<file path="config.mk">
export PLATFORM = sky130hd
export DESIGN_NAME = circuito_sequencia_param
export DESIGN_NICKNAME = d
export VERILOG_FILES = /design/src/rtl/circuito_sequencia_param.sv
export SDC_FILE = /design/constraint.sdc
export NUM_CORES = 1
export LEC_CHECK = 0
export BUFFER_PORTS_ARGS = -buffer_cell sky130_fd_sc_hd__buf_2
export CORE_ASPECT_RATIO = 1.4
export CORE_MARGIN = 2
export CORE_UTILIZATION = 43
export DETAILED_ROUTE_END_ITERATION = 12
export GPL_TIMING_DRIVEN = 1
export PLACE_DENSITY = 0.73
export SYNTH_ARGS = -nofsm -noshare
export SYNTH_HDL_FRONTEND = slang
export SYNTH_SLANG_ARGS = --single-unit
</file>
<file path="constraint.sdc">
create_clock -name clock -period 1.45 [get_ports clock]
set_clock_uncertainty 0.1 [all_clocks]
set_input_delay 0.145 -clock clock [delete_from_list [all_inputs] [get_ports clock]]
set_output_delay 0.145 -clock clock [all_outputs]
set_load 0.01 [all_outputs]
</file>
<file path="src/rtl/circuito_sequencia_param.sv">
// Sequence checker: edge-detected plays are compared against an internal ROM; reports hit/miss.
// Latency: jogada in cycle t -> result state at t+3; optional idle timeout via CIRCUITO_SEQUENCIA_TIMEOUT_EN.
// Backpressure: none; plays arriving outside espera are dropped, results hold until iniciar or reset.
module circuito_sequencia_param #(
  parameter int N              = 4,
  parameter int DEPTH          = 16,
  parameter int TIMEOUT_CYCLES = 5000,
  localparam int A             = $clog2(DEPTH)
) (
  input  logic         clock,
  input  logic         reset,
  input  logic         iniciar,
  input  logic [N-1:0] chaves,
  output logic         pronto,
  output logic         acertou,
  output logic         errou,
  output logic         db_igual,
  output logic         db_iniciar,
  output logic         db_jogada,
  output logic         db_timeout,
  output logic [A-1:0] db_contagem,
  output logic [N-1:0] db_memoria,
  output logic [N-1:0] db_chaves,
  output logic [3:0]   db_estado
);

  typedef enum logic [3:0] {
    s_inicial     = 4'h0,
    s_preparacao  = 4'h1,
    s_espera      = 4'h2,
    s_registra    = 4'h4,
    s_compara     = 4'h5,
    s_proximo     = 4'h6,
    s_fim_acertou = 4'hA,
    s_fim_errou   = 4'hE
  } estado_t;

  localparam logic [N-1:0] ROM_ONE = N'(1);

  estado_t        estado, prox_estado;
  logic [A-1:0]   endereco;
  logic [N-1:0]   jogada_reg;
  logic [N-1:0]   rom_dat;
  logic           prev_ativo;
  logic           jogada;
  logic           igual;
  logic           ultimo;
  logic           timeout_hit;

  // ROM word i is a one-hot walking pattern: 1 << (i mod N)
  assign rom_dat = ROM_ONE << (int'(endereco) % N);
  assign igual   = (jogada_reg == rom_dat);
  assign ultimo  = (endereco == A'(DEPTH - 1));
  assign jogada  = (|chaves) & ~prev_ativo;

  always_ff @(posedge clock or posedge reset) begin
    if (reset) begin
      prev_ativo <= 1'b0;
    end else begin
      prev_ativo <= |chaves;
    end
  end

  always_ff @(posedge clock or posedge reset) begin
    if (reset) begin
      endereco   <= '0;
      jogada_reg <= '0;
    end else begin
      case (estado)
        s_preparacao: begin
          endereco   <= '0;
          jogada_reg <= '0;
        end
        s_registra: jogada_reg <= chaves;
        s_proximo:  endereco   <= endereco + 1'b1;
        default: ;
      endcase
    end
  end

`ifdef CIRCUITO_SEQUENCIA_TIMEOUT_EN
  localparam int TW = $clog2(TIMEOUT_CYCLES + 1);
  logic [TW-1:0] ocioso_cnt;

  assign timeout_hit = (estado == s_espera) && !jogada &&
                       (ocioso_cnt == TW'(TIMEOUT_CYCLES - 1));

  always_ff @(posedge clock or posedge reset) begin
    if (reset) begin
      ocioso_cnt <= '0;
      db_timeout <= 1'b0;
    end else begin
      ocioso_cnt <= (estado == s_espera) ? ocioso_cnt + 1'b1 : '0;
      if (estado == s_preparacao) begin
        db_timeout <= 1'b0;
      end else if (timeout_hit) begin
        db_timeout <= 1'b1;
      end
    end
  end
`else
  logic unused_timeout_cfg;
  assign unused_timeout_cfg = (TIMEOUT_CYCLES > 0);
  assign timeout_hit        = 1'b0;
  assign db_timeout         = 1'b0;
`endif

  always_ff @(posedge clock or posedge reset) begin
    if (reset) begin
      estado <= s_inicial;
    end else begin
      estado <= prox_estado;
    end
  end

  always_comb begin
    prox_estado = estado;
    pronto      = 1'b0;
    acertou     = 1'b0;
    errou       = 1'b0;
    case (estado)
      s_inicial:    if (iniciar) prox_estado = s_preparacao;
      s_preparacao: prox_estado = s_espera;
      // a play arriving on the last idle cycle takes priority over the timeout
      s_espera: begin
        if (jogada)           prox_estado = s_registra;
        else if (timeout_hit) prox_estado = s_fim_errou;
      end
      s_registra:   prox_estado = s_compara;
      s_compara: begin
        if (!igual)      prox_estado = s_fim_errou;
        else if (ultimo) prox_estado = s_fim_acertou;
        else             prox_estado = s_proximo;
      end
      s_proximo:    prox_estado = s_espera;
      s_fim_acertou: begin
        pronto  = 1'b1;
        acertou = 1'b1;
        if (iniciar) prox_estado = s_preparacao;
      end
      s_fim_errou: begin
        pronto = 1'b1;
        errou  = 1'b1;
        if (iniciar) prox_estado = s_preparacao;
      end
      default:      prox_estado = s_inicial;
    endcase
  end

  assign db_igual    = igual;
  assign db_iniciar  = iniciar;
  assign db_jogada   = jogada;
  assign db_contagem = endereco;
  assign db_memoria  = rom_dat;
  assign db_chaves   = jogada_reg;
  assign db_estado   = estado;

endmodule

</file>
* Yosys cells after proc, flatten, opt, wreduce, memory -nomap -nowiden
Index checks and enable logic that the tools add are counted.
Cells by class: multipliers 0, divide/modulo/power cells 0, shifts and indexed selects 1, multiplexer cells 10, magnitude comparators 0, $add $sub $neg 1, bitwise operators 2, equality and inequality tests 11, reductions and logical operators 8
Operators by type and width (number):
- 4-bit case mux with 5 select lines | 1
- 4-bit 2-to-1 mux | 4
- 4-bit case mux with 2 select lines | 2
- 4-bit by 3-bit == test with 1-bit output (second input constant) | 3
- 4-bit == test (second input constant) | 3
- 4-bit by 1-bit adder with 4-bit output (second input constant) | 1
- 4-bit by 1-bit == test with 1-bit output (second input constant) | 1
- 4-bit by 2-bit == test with 1-bit output (second input constant) | 1
- 4-bit == test | 1
- 4-bit zero test | 1
- 2-bit nonzero test | 2
- 2-bit OR reduction | 2
- 4-bit OR reduction | 1
- 1-bit by 2-bit left shift with 4-bit output (first input constant) | 1
- 1-bit 2-to-1 mux | 3
- 3-bit OR reduction | 1
- 2-bit by 1-bit inequality test with 1-bit output (second input constant) | 1
- 2-bit inequality test (second input constant) | 1
- 2-bit AND reduction | 1
- 1-bit bitwise AND | 1
- 1-bit inverter | 1
Word-level totals: logic and storage cells 37, memories kept 0, bits in latches 0, bits in registers 13, output and inout bits 23, input bits 7, bits in read-only memories 0, memory bits (writable) 0

* Depth between registers and ports, before layout
depth after elaboration 4, mapped depth 5

* Worst setup path after synthesis
OpenSTA, ideal clock, no wires.
kind register -> register, start register endereco[0] (netlist: db_contagem[0]), end register estado[2] (netlist: db_estado[2]), required time 1.197 ns, data arrival time 1.557 ns, library setup time 0.153 ns, cell stages (with the launch flop) 6, period minus slack after synthesis 1.810 ns, path slack -0.360 ns, buffers on the path 0, cell sequence dfrtp_1 inv_1 ha_1 xor2_1 nor4_2 o221ai_1
Between the ends: cells in the longest elaborated chain, start to end 4, elaborated cells on any way between the ends 6, classes of those cells eq/ne: 2; shift: 1; mux: 3
RTL lines:
- from (decl) | line 41 | logic [A-1:0] endereco;
- from (signal assigned) | line 75 | s_proximo: endereco <= endereco + 1'b1;
- 1-bit by 2-bit left shift with 4-bit output | line 51 | assign rom_dat = ROM_ONE << (int'(endereco) % N);
- via db_memoria[0] | line 22 | output logic [N-1:0] db_memoria,
- 4-bit == test | line 52 | assign igual = (jogada_reg == rom_dat);
- via db_igual | line 17 | output logic db_igual,
- 4-bit 2-to-1 mux | line 131 | if (!igual) prox_estado = s_fim_errou;
- 4-bit case mux with 5 select lines | line 121 | case (estado)
- to (signal assigned) | line 110 | estado <= s_inicial;
- to (signal assigned) | line 112 | estado <= prox_estado;
- to (decl) | line 40 | estado_t estado, prox_estado;
The timed path passes the listed nets, and every way through them passes these cells. A chain may end at the register's enable or synchronous reset.

* Worst setup path after layout
start register endereco[0] (netlist: db_contagem[0]), end output db_igual
Between the ends: cells in the longest elaborated chain, start to end 2
RTL lines (line):
- 1-bit by 2-bit left shift with 4-bit output | 51
- 4-bit == test | 52
- to (decl) | 17
No other way between the ends.

==> summary by stage <==
Logic synthesis
The fraction of synthesis flops using an asynchronous set or reset pin is 100%. The biggest area contributor in the post-synthesis netlist is sky130_fd_sc_hd__dfrtp_1. By count the netlist is led by sky130_fd_sc_hd__dfrtp_1, sky130_fd_sc_hd__nand2_1, sky130_fd_sc_hd__a21oi_1. The fraction of the yosys area taken by sequential cells is 38.8%. The mapped netlist covers 838 sq um. The number of instances in the synthesized netlist is 91. The most numerous cell in the Yosys netlist is sky130_fd_sc_hd__dfrtp_1. The number of synthesized flops with an enable pin is 0. The average instance in the mapped netlist occupies 9.21 sq um. In the synthesized netlist the dominant register cell turns out to be sky130_fd_sc_hd__dfrtp_1. The share of the synthesized area in the top cell type is 38.8%.

For this run, the number of Yosys warnings is 0. The count of different cell masters after synthesis is 33. The post-synth net total is 102.

The post-synthesis sequential element count is 13. Yosys attributes the largest share of cell area to sky130_fd_sc_hd__dfrtp_1, sky130_fd_sc_hd__ha_1, sky130_fd_sc_hd__a21oi_1.

GRT
The via count of the first global-routing pass is 794. Global routing used 21.4% of the available tracks. The first global-routing pass estimated 3460 microns of wire.

Entering global routing, the biggest net connects 14 pins. The number of antenna violations at the first check in global routing is 0. The aggregate global routing overflow is 0.

Placement
The placed instances occupy a cell area of 1090 sq um. Routability-driven placement finished with a final weighted congestion of 0.763. The HPWL after detailed placement is 1540 microns. The count of input and output buffers is 28.

Critical path
The endpoint required time on the critical path is 1210 ps. The cell with the largest stage delay on the worst path is sky130_fd_sc_hd__dfrtp_2. The class of the most critical setup path is reg -> out. The worst setup path is launched from a register.

The worst-path maximum fanout is 4. The signal on the critical path passes through inv_4 > ha_4 > xor2_1 > nor4_2 > buf_2. In this design, the largest share of critical-path delay is due to flip-flops. The largest stage delay on the critical path is 440 ps.

STA classifies the critical path endpoint as an output port. Counting both buffers and inverters, the worst setup path holds a total of 2. The data arrival time of the worst path is 1580 ps.

Clock tree
Clock latency on the worst-skew pair, taken at its later pin, is 270 ps. TritonCTS built the clock tree. The clock passes through at most 2 buffers. CTS built an H-tree with a depth of 1. Clock tree synthesis inserted a total of 3 buffers. In this run the clock root is driven by a sky130_fd_sc_hd__clkbuf_4. For this design, the sink count on the clock tree is 13.

The clock slew seen by the registers of the worst setup and hold paths is 80 ps.

Power
For this design the ratio of total power to cell area is 2010 nW/um^2. The combinational power share is 66.2%. The analysis attributes to cell leakage a power of 0.000630 uW. Of the total power, the clock network draws 8.5%.

Internal power comes to 1450 uW. The net switching component of the power is 1090 uW. In this run switching power makes up 42.9% of total power. The highest ir drop seen on vdd is 1.29 mV.

The power after layout is 2540 uW. In this run, flip-flops and latches consume 25.3% of the power.

Hold path
The worst hold path belongs to the class in -> reg.

Run
The tool flagged a number of max-cap violations equal to 0.

STA
Once routing completed, OpenROAD measured the worst setup slack at -379 ps. Derived from the worst setup path, the maximum achievable clock frequency is 547 MHz. Across all hold checks on the routed design, the worst slack comes to 87.5 ps. Counting I/O delays and the setup requirement, the final critical path takes 1830 ps. The share of the clock period used by the worst path is 126%. The count of pins over their slew limit is 0. Setup repair after global routing could not meet its margin everywhere.

Setup violations remaining at the end of the flow were counted as 5. The hold violation count in the final report is 0.

Run status
The run finished, with violations left. The checks that failed: negative setup slack.

Die
The overall die area is 2320 sq um. The number of placement rows is 18. The initial core utilization is 46.5%. The total area inside the core boundary comes to 1800 sq um. The height of the die is 56.2 microns. The I/O pin count is 30. The width of the chip is 41.3 microns.

Drt
After detailed routing, the average wire length per cell comes to 13.7 microns. The remaining routing DRC violations is 0. The detailed-route wire length is 2160 microns. For this run, the detailed router's first-pass iteration total came to 4. The number of nets with antenna violations after routing is 0. After detailed routing, the number of vias per cell comes to 5.40.

The detailed router placed 853 vias in this run. The number of design-rule violations left by the first detailed-router iteration is 16.

Layout
The design area is 1260 sq um. The number of diodes is 0. The post-route core utilization is 70.2%. The signed area change from the synthesized netlist to the final layout is 50.9%. The final layout contains 150 nets. The fraction of layout cells with a size suffix above 1 is 50.0%.
==> final cells by class <==
class | count | area [sq um]
fillers | 141 | 537
multi-input cells | 67 | 532
flip-flops and latches | 13 | 330
repair buffers | 49 | 327
well taps | 20 | 25.0
inverters | 5 | 23.8
clock buffers | 3 | 22.5
clock inverters | 1 | 5.00
==> cell usage in the layout, fill, tap and decap left out, types with 4 or more instances in the layout <==
master and instances:
sky130_fd_sc_hd__nand2_1 10, sky130_fd_sc_hd__dfrtp_2 4, sky130_fd_sc_hd__nor2b_1 4, sky130_fd_sc_hd__buf_4 16, sky130_fd_sc_hd__xor2_1 4, sky130_fd_sc_hd__o2bb2ai_1 4
sky130_fd_sc_hd__a21oi_1 9, sky130_fd_sc_hd__buf_2 26, sky130_fd_sc_hd__dfrtp_1 9, sky130_fd_sc_hd__buf_6 5
==> cell families (layout without fill, tap and decap cells) <==
kind of cell / after synthesis / after routing / synth area share, %
buffers and inverters: 11 / 58 / 6.27
adders and majority gates: 4 / 4 / 5.97
xor gates and xnor gates: 4 / 4 / 4.18
muxes: 1 / 1 / 1.19
DFF: 13 / 13 / 38.8
AOI/OAI and AO/OA: 22 / 22 / 17.2
other: 1 / 1 / 0.447
and+or+nand+nor: 35 / 35 / 26.0
==> power by group through the flow <==
stage / clock network, uW / logic (uW) / registers, uW
after global routing: 241 / 1840 / 660
after global placement: 0 / 1290 / 652
after detailed placement: 0 / 1320 / 659
after CTS: 227 / 1610 / 639
final: 217 / 1680 / 642
after floorplan: 0 / 760 / 700
==> path summary, 6_finish.rpt <==
check	startpoint	to	slack, ps	depth (start not counted)
worst max-delay path	db_contagem[0]	db_igual	-380	5
worst min-delay path	chaves[2]	db_chaves[2]	90	3
worst max register to register	db_contagem[0]	db_estado[2]	-170	6
worst min register to register	db_chaves[1]	db_chaves[1]	460	1
max in group asynchronous	reset	db_contagem[0]	570	3
min in group asynchronous	reset	db_contagem[2]	320	3
==> worst register-to-register path, cell delays in order (launching register included) <==
cell and delay (ps):
sky130_fd_sc_hd__dfrtp_2 440, sky130_fd_sc_hd__inv_4 70, sky130_fd_sc_hd__ha_4 160, sky130_fd_sc_hd__xor2_1 160
sky130_fd_sc_hd__nor4_2 300, sky130_fd_sc_hd__buf_4 180, sky130_fd_sc_hd__o221ai_2 80
==> state kept, by name (all words and copies together), names as in the netlist <==
signal       cells
prev_ativo       1
db_chaves        4
db_estado        4
db_contagem      4
==> what timing repair did <==
item | in CTS | in global routing
pin swaps | 4 | 2
endpoints found under the setup margin | 8 | 7
hold endpoints to repair | 14 | 0
resized for setup | 16 | 3
hold buffers | 2 | 0
cloned | 0 | 0
buffers inserted | 7 | 1
==> metal layers <==
metal | routed length, microns | vias to the layer above | share of wire (%) | track usage [%]
met2 | 1140 | 36 | 53 | 33.9
met5 | 0 | - | 0 | 0
met4 | 33 | 0 | 1.5 | 8.29
li1 | - | 417 | - | -
met1 | 850 | 396 | 39 | 26.9
met3 | 137 | 4 | 6.3 | 4.40
==> metrics by stage <==
stage | TNS [ps] | std cells | setup slack [ps]
after detailed placement | -218 | 145 | -106
final | -953 | 158 | -379
after CTS | -982 | 158 | -385
after global placement | -154 | 145 | -88.3
after floorplan | -465 | 91 | -212
after global routing | -1220 | 158 | -434
(Power assumes the default switching activity.)
